[src/rtl/ysyx_22041071_mem_arb.sv]
// rtl/ysyx_22041071_mem_arb.sv - two-master (IF/MEM) arbiter in front of an AXI read-write bridge.
// MEM has fixed priority; one transaction is in flight at a time.
module ysyx_22041071_mem_arb #(
  parameter int ADDR_W = 64,
  parameter int DATA_W = 64,
  parameter int LEN_W  = 8
) (
  input  logic              clk,
  input  logic              reset_n,

  input  logic              if_req,
  input  logic [ADDR_W-1:0] if_addr,
  input  logic [LEN_W-1:0]  if_len,
  input  logic [1:0]        if_size,
  output logic              if_gnt,
  output logic              if_rvalid,
  output logic [DATA_W-1:0] if_rdata,
  output logic [1:0]        if_resp,
  output logic              if_done,

  input  logic              mem_req,
  input  logic              mem_we,
  input  logic [ADDR_W-1:0] mem_addr,
  input  logic [LEN_W-1:0]  mem_len,
  input  logic [1:0]        mem_size,
  input  logic [DATA_W-1:0] mem_wdata,
  output logic              mem_gnt,
  output logic              mem_rvalid,
  output logic [DATA_W-1:0] mem_rdata,
  output logic [1:0]        mem_resp,
  output logic              mem_done,

  output logic              cpu_ar_valid,
  output logic              cpu_aw_valid,
  output logic [ADDR_W-1:0] cpu_addr,
  output logic [LEN_W-1:0]  cpu_len,
  output logic [1:0]        cpu_size,
  output logic [DATA_W-1:0] cpu_data,
  input  logic              cpu_ar_ready,
  input  logic              cpu_aw_ready,
  input  logic              cpu_r_valid,
  input  logic [DATA_W-1:0] cpu_r_data,
  input  logic [1:0]        cpu_resp
);

  typedef enum logic [1:0] {
    IDLE    = 2'd0,
    RD_REQ  = 2'd1,
    RD_DATA = 2'd2,
    WR      = 2'd3
  } state_t;

  state_t              state;
  logic                owner;
  logic [LEN_W-1:0]    cnt;
  logic [LEN_W-1:0]    len_q;
  logic [ADDR_W-1:0]   addr_q;
  logic [1:0]          size_q;
  logic [DATA_W-1:0]   wdata_q;

  logic grant_mem;
  logic grant_if;
  logic beat;
  logic last_beat;
  logic wr_done;

  // Grants are gated by reset_n so no gnt pulse leaks out while reset is held.
  assign grant_mem = (state == IDLE) && reset_n && mem_req;
  assign grant_if  = (state == IDLE) && reset_n && if_req && !mem_req;
  assign beat      = (state == RD_DATA) && cpu_r_valid;
  assign last_beat = beat && (cnt == len_q);
  assign wr_done   = (state == WR) && cpu_aw_ready;

  always_ff @(posedge clk or negedge reset_n) begin
    if (!reset_n) begin
      state   <= IDLE;
      owner   <= 1'b0;
      cnt     <= '0;
      len_q   <= '0;
      addr_q  <= '0;
      size_q  <= 2'b00;
      wdata_q <= '0;
    end else begin
      case (state)
        IDLE: begin
          if (grant_mem) begin
            owner   <= 1'b1;
            addr_q  <= mem_addr;
            len_q   <= mem_len;
            size_q  <= mem_size;
            wdata_q <= mem_wdata;
            cnt     <= '0;
            state   <= mem_we ? WR : RD_REQ;
          end else if (grant_if) begin
            owner   <= 1'b0;
            addr_q  <= if_addr;
            len_q   <= if_len;
            size_q  <= if_size;
            wdata_q <= '0;
            cnt     <= '0;
            state   <= RD_REQ;
          end
        end
        RD_REQ: begin
          if (cpu_ar_ready) state <= RD_DATA;
        end
        RD_DATA: begin
          if (beat) begin
            cnt <= cnt + 1'b1;
            if (last_beat) state <= IDLE;
          end
        end
        WR: begin
          if (wr_done) state <= IDLE;
        end
        default: state <= IDLE;
      endcase
    end
  end

  assign if_gnt       = grant_if;
  assign mem_gnt      = grant_mem;

  assign cpu_ar_valid = (state == RD_REQ);
  assign cpu_aw_valid = (state == WR);
  assign cpu_addr     = addr_q;
  assign cpu_len      = len_q;
  assign cpu_size     = size_q;
  assign cpu_data     = wdata_q;

  // Read beats route to the owner only; the other side sees zeros.
  assign if_rvalid  = beat && !owner;
  assign if_rdata   = if_rvalid ? cpu_r_data : '0;
  assign if_resp    = if_rvalid ? cpu_resp : 2'b00;
  assign if_done    = last_beat && !owner;

  assign mem_rvalid = beat && owner;
  assign mem_rdata  = mem_rvalid ? cpu_r_data : '0;
  assign mem_resp   = mem_rvalid ? cpu_resp : 2'b00;
  assign mem_done   = (last_beat && owner) || wr_done;

endmodule

[config.mk]
export PLATFORM = sky130hd
export DESIGN_NAME = ysyx_22041071_mem_arb
export DESIGN_NICKNAME = d
export VERILOG_FILES = /design/src/rtl/ysyx_22041071_mem_arb.sv
export SDC_FILE = /design/constraint.sdc
export NUM_CORES = 1
export LEC_CHECK = 0
export BUFFER_PORTS_ARGS = -buffer_cell sky130_fd_sc_hd__buf_2
export CAP_MARGIN = 10
export CORE_AREA = 2 2 219 221
export CTS_CLUSTER_DIAMETER = 30
export DETAILED_ROUTE_END_ITERATION = 10
export DIE_AREA = 0 0 221 223
export GPL_TIMING_DRIVEN = 0
export SLEW_MARGIN = 5
export SYNTH_ARGS = -nofsm -noshare
export SYNTH_HDL_FRONTEND = slang
export SYNTH_SLANG_ARGS = --single-unit
[constraint.sdc]
create_clock -name clk -period 5.15 [get_ports clk]
set_input_delay 1.03 -clock clk [delete_from_list [all_inputs] [get_ports clk]]
set_output_delay 1.03 -clock clk [all_outputs]
set_load 0.005 [all_outputs]
; After elaboration in Yosys (flattened, before gate mapping)
; Index checks and enable logic that the tools add are counted.
[classes]
muxes = 26
reduce_logical = 20
addsub = 1
n_eq_ne = 9
[ops]
columns = operator, n
row1 = $mux W64, 6
row2 = $mux W8, 5
row3 = $mux W2, 11
row4 = $pmux W8 S2, 1
row5 = $logic_and A1 B1 Y1, 11
row6 = $add A8 B1 Y8 const B, 1
row7 = $eq A8 B8 Y1, 1
row8 = $pmux W2 S4, 1
row9 = $reduce_and A5 Y1, 1
row10 = $eq A2 B2 Y1 const B, 2
row11 = $ne A2 B1 Y1 const B, 2
row12 = $ne A2 B2 Y1 const B, 2
row13 = $reduce_bool A2 Y1, 2
row14 = $ne A3 B3 Y1 const B, 1
row15 = $reduce_and A3 Y1, 1
row16 = $eq A2 B1 Y1 const B, 1
row17 = $logic_not A1 Y1, 2
row18 = $logic_not A2 Y1, 1
row19 = $mux W1, 2
row20 = $reduce_and A2 Y1, 1
row21 = $logic_or A1 B1 Y1, 1
[totals]
register_bits = 149
inputBits = 286
output_inout_bits = 278

; Depth between registers and ports, before layout
; Gate-level depths: netlist (run 1).
[logic_depth]
word_depth = 7
depth_mapped = 7

; Worst setup path after synthesis (run 1)
; No wires, ideal clock.
[synth_timing]
path_type = input to output
start = input cpu_r_valid
end = output if_rdata[25]
required_time_ns = 4.120
t_arrival_ns = 1.937
stages = 5
slack_ns = 2.183
cell_sequence = nand3b_1 -> nor2_1 -> clkbuf_1 -> clkbuf_1 -> and2_1
[synth_via]
elab_chain_cells = 3
[synth_rtl]
columns = item, line
row1 = from (decl), 41  ; input logic cpu_r_valid,
row2 = $logic_and A1 B1 Y1, 70  ; assign beat = (state == RD_DATA) && cpu_r_valid;
row3 = $logic_and A1 B1 Y1, 132  ; assign if_rvalid = beat && !owner;
row4 = $mux W64, 133  ; assign if_rdata = if_rvalid ? cpu_r_data : '0;
row5 = to (decl), 17  ; output logic [DATA_W-1:0] if_rdata,
; No other way between the ends.

; Final worst setup path (run 1)
[layout_timing]
start = input cpu_r_valid
end = output mem_done
[layout_via]
elab_chain_cells = 4
[layout_rtl]
columns = item, line
row1 = $logic_and A1 B1 Y1, 70
row2 = $logic_and A1 B1 Y1, 71  ; assign last_beat = beat && (cnt == len_q);
row3 = $logic_and A1 B1 Y1, 140  ; assign mem_done = (last_beat && owner) || wr_done;
row4 = $logic_or A1 B1 Y1, 140
row5 = to (decl), 31  ; output logic mem_done,
; No other way between the ends.

==> results of run 1 <==
## power breakdown
part / switching [uW] / leakage (uW) / internal [uW] / total (uW)
Combinational: 1100 / 0.00431 / 964 / 2070
Sequential: 339 / 0.00189 / 1680 / 2020
Clock: 622 / 0.000291 / 655 / 1280
## path summary, 6_finish.rpt
check                       startpoint      endpoint  slack [ps]  cells past startpoint
setup / recovery           cpu_r_valid      mem_done        1060                      7
hold / removal             cpu_addr[3]   cpu_addr[3]         470                      2
setup reg to reg              state[1]        cnt[7]        2710                      6
hold reg to reg            cpu_addr[3]   cpu_addr[3]         470                      2
max in group asynchronous      reset_n  cpu_addr[22]        3810                      2
min in group asynchronous      reset_n  cpu_data[50]         480                      1
## layer usage
metal / share of wire, % / wire, um / track usage, % / vias up
met5: 0.096 / 35 / 0 / -
li1: - / - / - / 3630
met4: 4.2 / 1520 / 8.18 / 6
met1: 38 / 13900 / 15.7 / 3705
met3: 6.4 / 2340 / 3.95 / 52
met2: 51 / 18600 / 25.1 / 384
## cell type report
type	count	area, sq um	area share [%]
flip-flops and latches	149	3730	32.3
multi-input cells	480	3180	27.6
repair buffers	564	2860	24.7
well taps	615	769	6.67
clock buffers	17	425	3.69
plain buffers	62	357	3.09
clock inverters	15	183	1.58
diodes	10	25.0	0.217
inverters	4	15.0	0.130
## flip-flops by register name, summed over array words and instances (netlist names)
name	cells
owner	1
cpu_data	64
state	2
cpu_size	2
cpu_addr	64
cnt	8
cpu_len	8
## synth_stat cells
cell type / n / share of area (%)
nor3b_1: 1 / 0.10
and2_1: 67 / 5.8
a21oi_1: 1 / 0.069
o21ba_2: 1 / 0.14
nand2b_1: 1 / 0.086
o21ai_1: 26 / 1.8
nor2_2: 1 / 0.086
o2bb2ai_1: 1 / 0.12
a311oi_1: 1 / 0.12
and3_1: 68 / 5.8
nand3b_1: 1 / 0.10
nand4b_1: 1 / 0.12
nand3_1: 2 / 0.14
o311a_1: 1 / 0.14
a21o_1: 1 / 0.10
buf_2: 18 / 1.2
and3b_1: 1 / 0.12
or3b_4: 1 / 0.15
dfrtp_1: 149 / 51
o21ai_0: 50 / 3.4
inv_1: 4 / 0.21
xor2_1: 14 / 1.7
nor2b_1: 1 / 0.086
nand2_1: 81 / 4.2
nand4_1: 4 / 0.34
or2_1: 1 / 0.086
nor4_1: 2 / 0.17
a22o_1: 64 / 7.7
clkbuf_1: 30 / 1.5
nor2_1: 10 / 0.52
mux2i_1: 74 / 10
buf_6: 13 / 2.0
nor3_1: 1 / 0.069
ha_1: 1 / 0.17
buf_4: 1 / 0.10
a31oi_1: 1 / 0.086
## tightest hold or removal path, stage by stage (launching register included)
cell and delay (ps):
dfrtp_1 340, nand2_1 40, o21ai_0 60
## kinds of logic (layout without fill, tap and decap cells)
kind of cell / Yosys count / after routing / share of synthesized area (%)
XOR/XNOR: 14 / 14 / 1.68
other: 0 / 10 / 0
flip-flops: 149 / 149 / 51.2
buffers and inverters: 66 / 662 / 5.10
adder cells (fa/ha/maj): 1 / 1 / 0.172
multiplexers: 74 / 74 / 10.2
AO/OA/AOI/OAI: 147 / 147 / 13.7
AND/OR/NAND/NOR: 244 / 244 / 18.0
## stage by stage
step,worst slack [ps],instance area (sq um),hold WS [ps],instances,power (uW)
finish,1060,11500,475,1916,5360
global route,886,11500,498,1916,5730
CTS,1010,11500,481,1906,5460
detailed placement,1010,10900,466,1874,4150
global placement,-1310,10900,460,1873,4100
floorplan,2180,7280,473,695,2950
==> results.txt, run 1 <==
Status = finished, final reports clean
Hold Vio Cnt, Final = 0
Core area = 47,100 sq um
First-pass GRT wire length = 51.6 mm
Tightest Pin Transition = 929 ps
DR iter-0 viols = 415
Clock Path Buffers = 2
Initial antenna violation count = 15
Fillcell total = 5,124
Sink Count = 149
IO buf count = 563
Total CTS buffers = 17
Worst vdd ir = 0.224 mV
Hold-fix buffers, CTS = 0
Share of layout cells above drive strength 1 = 48.9%
Most common cell after layout, fill and taps aside = buf_2
Final Core Density = 24.5%
GP Congestion = 0.901
Crit end category = output pin
Synthesized cell area = 7280 sq um
Core Rows = 80
Root Buffer = clkbuf_16
H-tree depth = 4
Most frequent cells in the layout = buf_2, dfrtp_1, nand2_1, mux2i_1, and3_1
Wirelength per Cell = 19.0 um
Slew Viols, Final = 0
Vias in the first global route = 7,852
Post-Syn Nets = 982
Slew headroom = 37.5%
Leakage power total = 0.00649 uW
Buffers and inverters on the worst path = 4
Syn Inst Count = 695
Syn_area_per_cell = 10.5 sq um
Critical path fanouts, max = 10
Die Span X = 221 um
Hold Crit Class = reg -> reg
Detailed Route WL = 36.4 mm
Residual DRC = 0
Clock skew = 20.9 ps
P&R area growth vs syn = 58.5%
Die Y-Extent = 223 um
Pin count of the biggest net entering global routing = 90
Full die area = 49,300 sq um
CP max stage cell = clkbuf_1
Final Critical Period = 4090 ps
Initial Utilization = 15.4%
# resized after CTS = 0
Post-DP HPWL = 30.6 mm
Reg clk slew, reported paths = 60 ps
Yosys warns = 0
Grt ovf = 0
DR vias = 7,777
Worst EP arrival = 3060 ps
Cell family contributing the most delay on the critical path = buffers and inverters
Clk_lat worst skew = 470 ps
Setup TNS = 0 ps
Max cap viols = 0
Register area share after synthesis = 51.2%
Seq cells post-synth = 149
Crit Path Class = in -> out
Worst-path cell chain = buf_2, and3b_1, clkbuf_1, clkbuf_1, nand2_1, o2bb2ai_1, buf_2
Netlist cell types = 36
Remaining antenna violation count = 0
Final setup vio count = 0
CTS tree = done
Max Clk Rate = 245 MHz
Vias per inst = 4.06
Gr usage total = 14.4%
CP required = 4120 ps
First-pass iteration count of the detailed router = 5
RSZ-0062 raised after global routing = false
Max incr delay on CP = 640 ps
CP startpoint kind = input pin
I/O Pins = 564
Final #Nets = 1,565
Setup repair bufs after CTS = 0
Final cycle utilization of the critical path = 79.4%
Pwr dens = 465 nW/um^2
Power figures use the tool's default switching activity.
==> run 2: changes to the inputs <==
==> constraint.sdc (replaced) <==
create_clock -name clk -period 3.4 [get_ports clk]
set_input_delay 0.68 -clock clk [delete_from_list [all_inputs] [get_ports clk]]
set_output_delay 0.68 -clock clk [all_outputs]
set_load 0.005 [all_outputs]
==> run 2 against run 1 <==
Against the previous run:
- first-iteration DRC count down 0.72%
- critical path type is now reg -> out
- wire length about the same
- utilization up 0.058 points
- highest routed layer unchanged
- via count about the same
- clock-buffer cell count unchanged
- sequential power up 51%
- setup slack worse by 860 ps
- worst hold slack worse by 400 ps
- die area unchanged
- cell count unchanged
- global-route usage unchanged
==> results.txt, run 2 (same netlist as run 1, synthesis figures left out) <==
Final Critical Period = 3200 ps
P&R area growth vs syn = 58.9%
Design Area, Final = 11,600 sq um (+0.24%)
Pre-CTS WS = -40.2 ps (-1050 ps)
Pwr dens = 704 nW/um^2 (+51%)
Reg-to-Reg Start = state[1]
Core area = 47,100 sq um (unchanged)
Clock Path Buffers = 2 (unchanged)
Final #Nets = 1,565 (unchanged)
CP required = 2720 ps (-1400 ps)
Clock skew = 21.2 ps (+0.242 ps)
Worst EP arrival = 2520 ps (-540 ps)
Tightest Pin Transition = 734 ps (-195 ps)
Residual DRC = 0 (unchanged)
Leakage power total = 0.00651 uW (+0.30%)
Core Rows = 80 (unchanged)
Hold Crit Class = in -> async
DR vias = 7,781 (+0.051%)
DR iter-0 viols = 412 (-0.72%)
Root Buffer = clkbuf_16
Status = finished, final reports clean
GP Congestion = 0.901 (unchanged)
I/O Pins = 564 (unchanged)
Placed inst area = 10,900 sq um (unchanged)
Path depth of the worst reg2reg path = 6 (unchanged)
CP startpoint kind = flip-flop
Grt ovf = 0 (unchanged)
Crit path from = state[0]
Switching share of power = 38.5% (about the same)
CP endpoint = if_rdata[52]
Clk_lat worst skew = 460 ps (about the same)
NetSw = 3130 uW (+52%)
Initial Utilization = 15.4% (unchanged)
Total placed cells including tap cells = 1,874 (unchanged)
Gr usage total = 14.4% (unchanged)
RSZ-0062 raised after global routing = false
R2R Setup Slk = 1170 ps (-1540 ps)
First-pass iteration count of the detailed router = 4 (-1)
Initial antenna violation count = 15 (unchanged)
Slew headroom = 50.6% (+13 points)
Slew Viols, Final = 0 (unchanged)
Internal = 5010 uW (+52%)
Hold-fix buffers, CTS = 0 (unchanged)
Total CTS buffers = 17 (unchanged)
Post-route setup slack = 205 ps (-857 ps)
Sink Count = 149 (unchanged)
Seq. cell area = 3730 sq um (unchanged)
Gate power share = 38.7% (about the same)
Final setup vio count = 0 (unchanged)
Vias per inst = 4.06 (about the same)
IO buf count = 563 (unchanged)
Pin count of the biggest net entering global routing = 90 (unchanged)
Wirelength per Cell = 19.0 um (about the same)
Post-DP HPWL = 30.6 mm (unchanged)
Share of layout cells above drive strength 1 = 49.5% (+0.62 points)
Max cap viols = 0 (unchanged)
Die Y-Extent = 223 um (unchanged)
Hold Vio Cnt, Final = 0 (unchanged)
R2r endpoint = cpu_addr[61]
Final Core Density = 24.5% (+0.058 points)
Most frequent cells in the layout = buf_2, dfrtp_1, nand2_1, mux2i_1, and3_1
Non-filler cells, final = 1,916 (unchanged)
Seq pwr share = 37.6% (about the same)
H-tree depth = 4 (unchanged)
Detailed Route WL = 36.4 mm (about the same)
Reg clk slew, reported paths = 80 ps (+20 ps)
Crit Path Class = reg -> out
Crit end category = output pin
Multi-input gate area = 3190 sq um (+0.31%)
Max Clk Rate = 313 MHz
Clock Power Share = 23.8% (about the same)
CTS tree = done
First-pass GRT wire length = 51.6 mm (unchanged)
Remaining antenna violation count = 0 (unchanged)
Critical path fanouts, max = 10 (unchanged)
Final cycle utilization of the critical path = 94.0%
Fillcell total = 5,119 (-0.098%)
Full die area = 49,300 sq um (unchanged)
Most common cell after layout, fill and taps aside = buf_2
Vias in the first global route = 7,844 (-0.10%)
Worst vdd ir = 0.339 mV (+51%)
Die Span X = 221 um (unchanged)
==> run 2: worst min-delay path by stage <==
stage | from | endpoint | cells after the start
3_3_place_gp | cpu_addr[43] | cpu_addr[43] | 2
2_1_floorplan | reset_n | cnt[0] | 0
6_report | reset_n | cpu_data[50] | 1
4_1_cts | reset_n | cpu_data[10] | 1
5_1_grt | reset_n | cpu_data[50] | 1
3_5_place_dp | cpu_addr[14] | cpu_addr[14] | 2
==> run 2: power groups by stage <==
stage	Sequential, uW	Clock, uW	Combinational, uW
after floorplan	3050	0	1410
after global routing	3160	2070	3470
final	3060	1930	3150
after CTS	3060	2000	3220
after global placement	3060	0	3150
after detailed placement	3070	0	3210
==> run 2: cell type report <==
| class | count | share of cell area (%) |
|---|---|---|
| multi-input cells | 480 | 27.6 |
| repair buffers | 565 | 24.8 |
| well taps | 615 | 6.65 |
| clock buffers | 17 | 3.68 |
| flip-flops and latches | 149 | 32.2 |
| clock inverters | 15 | 1.58 |
| inverters | 4 | 0.130 |
| diodes | 10 | 0.216 |
| plain buffers | 61 | 3.13 |
==> run 2: per-stage QoR <==
| stage | TNS [ps] | hold slack [ps] | power [uW] |
|---|---|---|---|
| 2_1_floorplan | 0 | 384 | 4460 |
| 4_1_cts | 0 | 73.8 | 8280 |
| 3_3_place_gp | -369200 | 460 | 6210 |
| 5_1_grt | 0 | 78.5 | 8700 |
| 3_5_place_dp | -54.7 | 466 | 6280 |
| 6_report | 0 | 76.4 | 8140 |
==> run 2: timing repair <==
item / CTS / global route
endpoints found under the setup margin: 34 / 22
cloned: 0 / 0
gates resized for setup: 6 / 5
setup buffers: 0 / 1
pin swaps: 0 / 0
endpoints found under the hold margin: 0 / 0
==> run 2: per-layer routing <==
metal  vias to the layer above  wire length, um  global-route usage [%]  part of all wire (%)
met1                      3700            13700                    15.7                    38
met5                         -               35                       0                 0.096
li1                       3631                -                       -                     -
met2                       392            18600                    25.1                    51
met4                         6             1500                    8.18                   4.1
met3                        52             2600                    3.95                   7.1
==> run 2: worst max-delay path: stages (launching register included) <==
cell and delay (ps):
dfrtp_1 400, clkbuf_1 200, nand3b_1 300, nor2_2 260, clkbuf_2 260, clkbuf_2 240
and2_1 230, buf_2 150
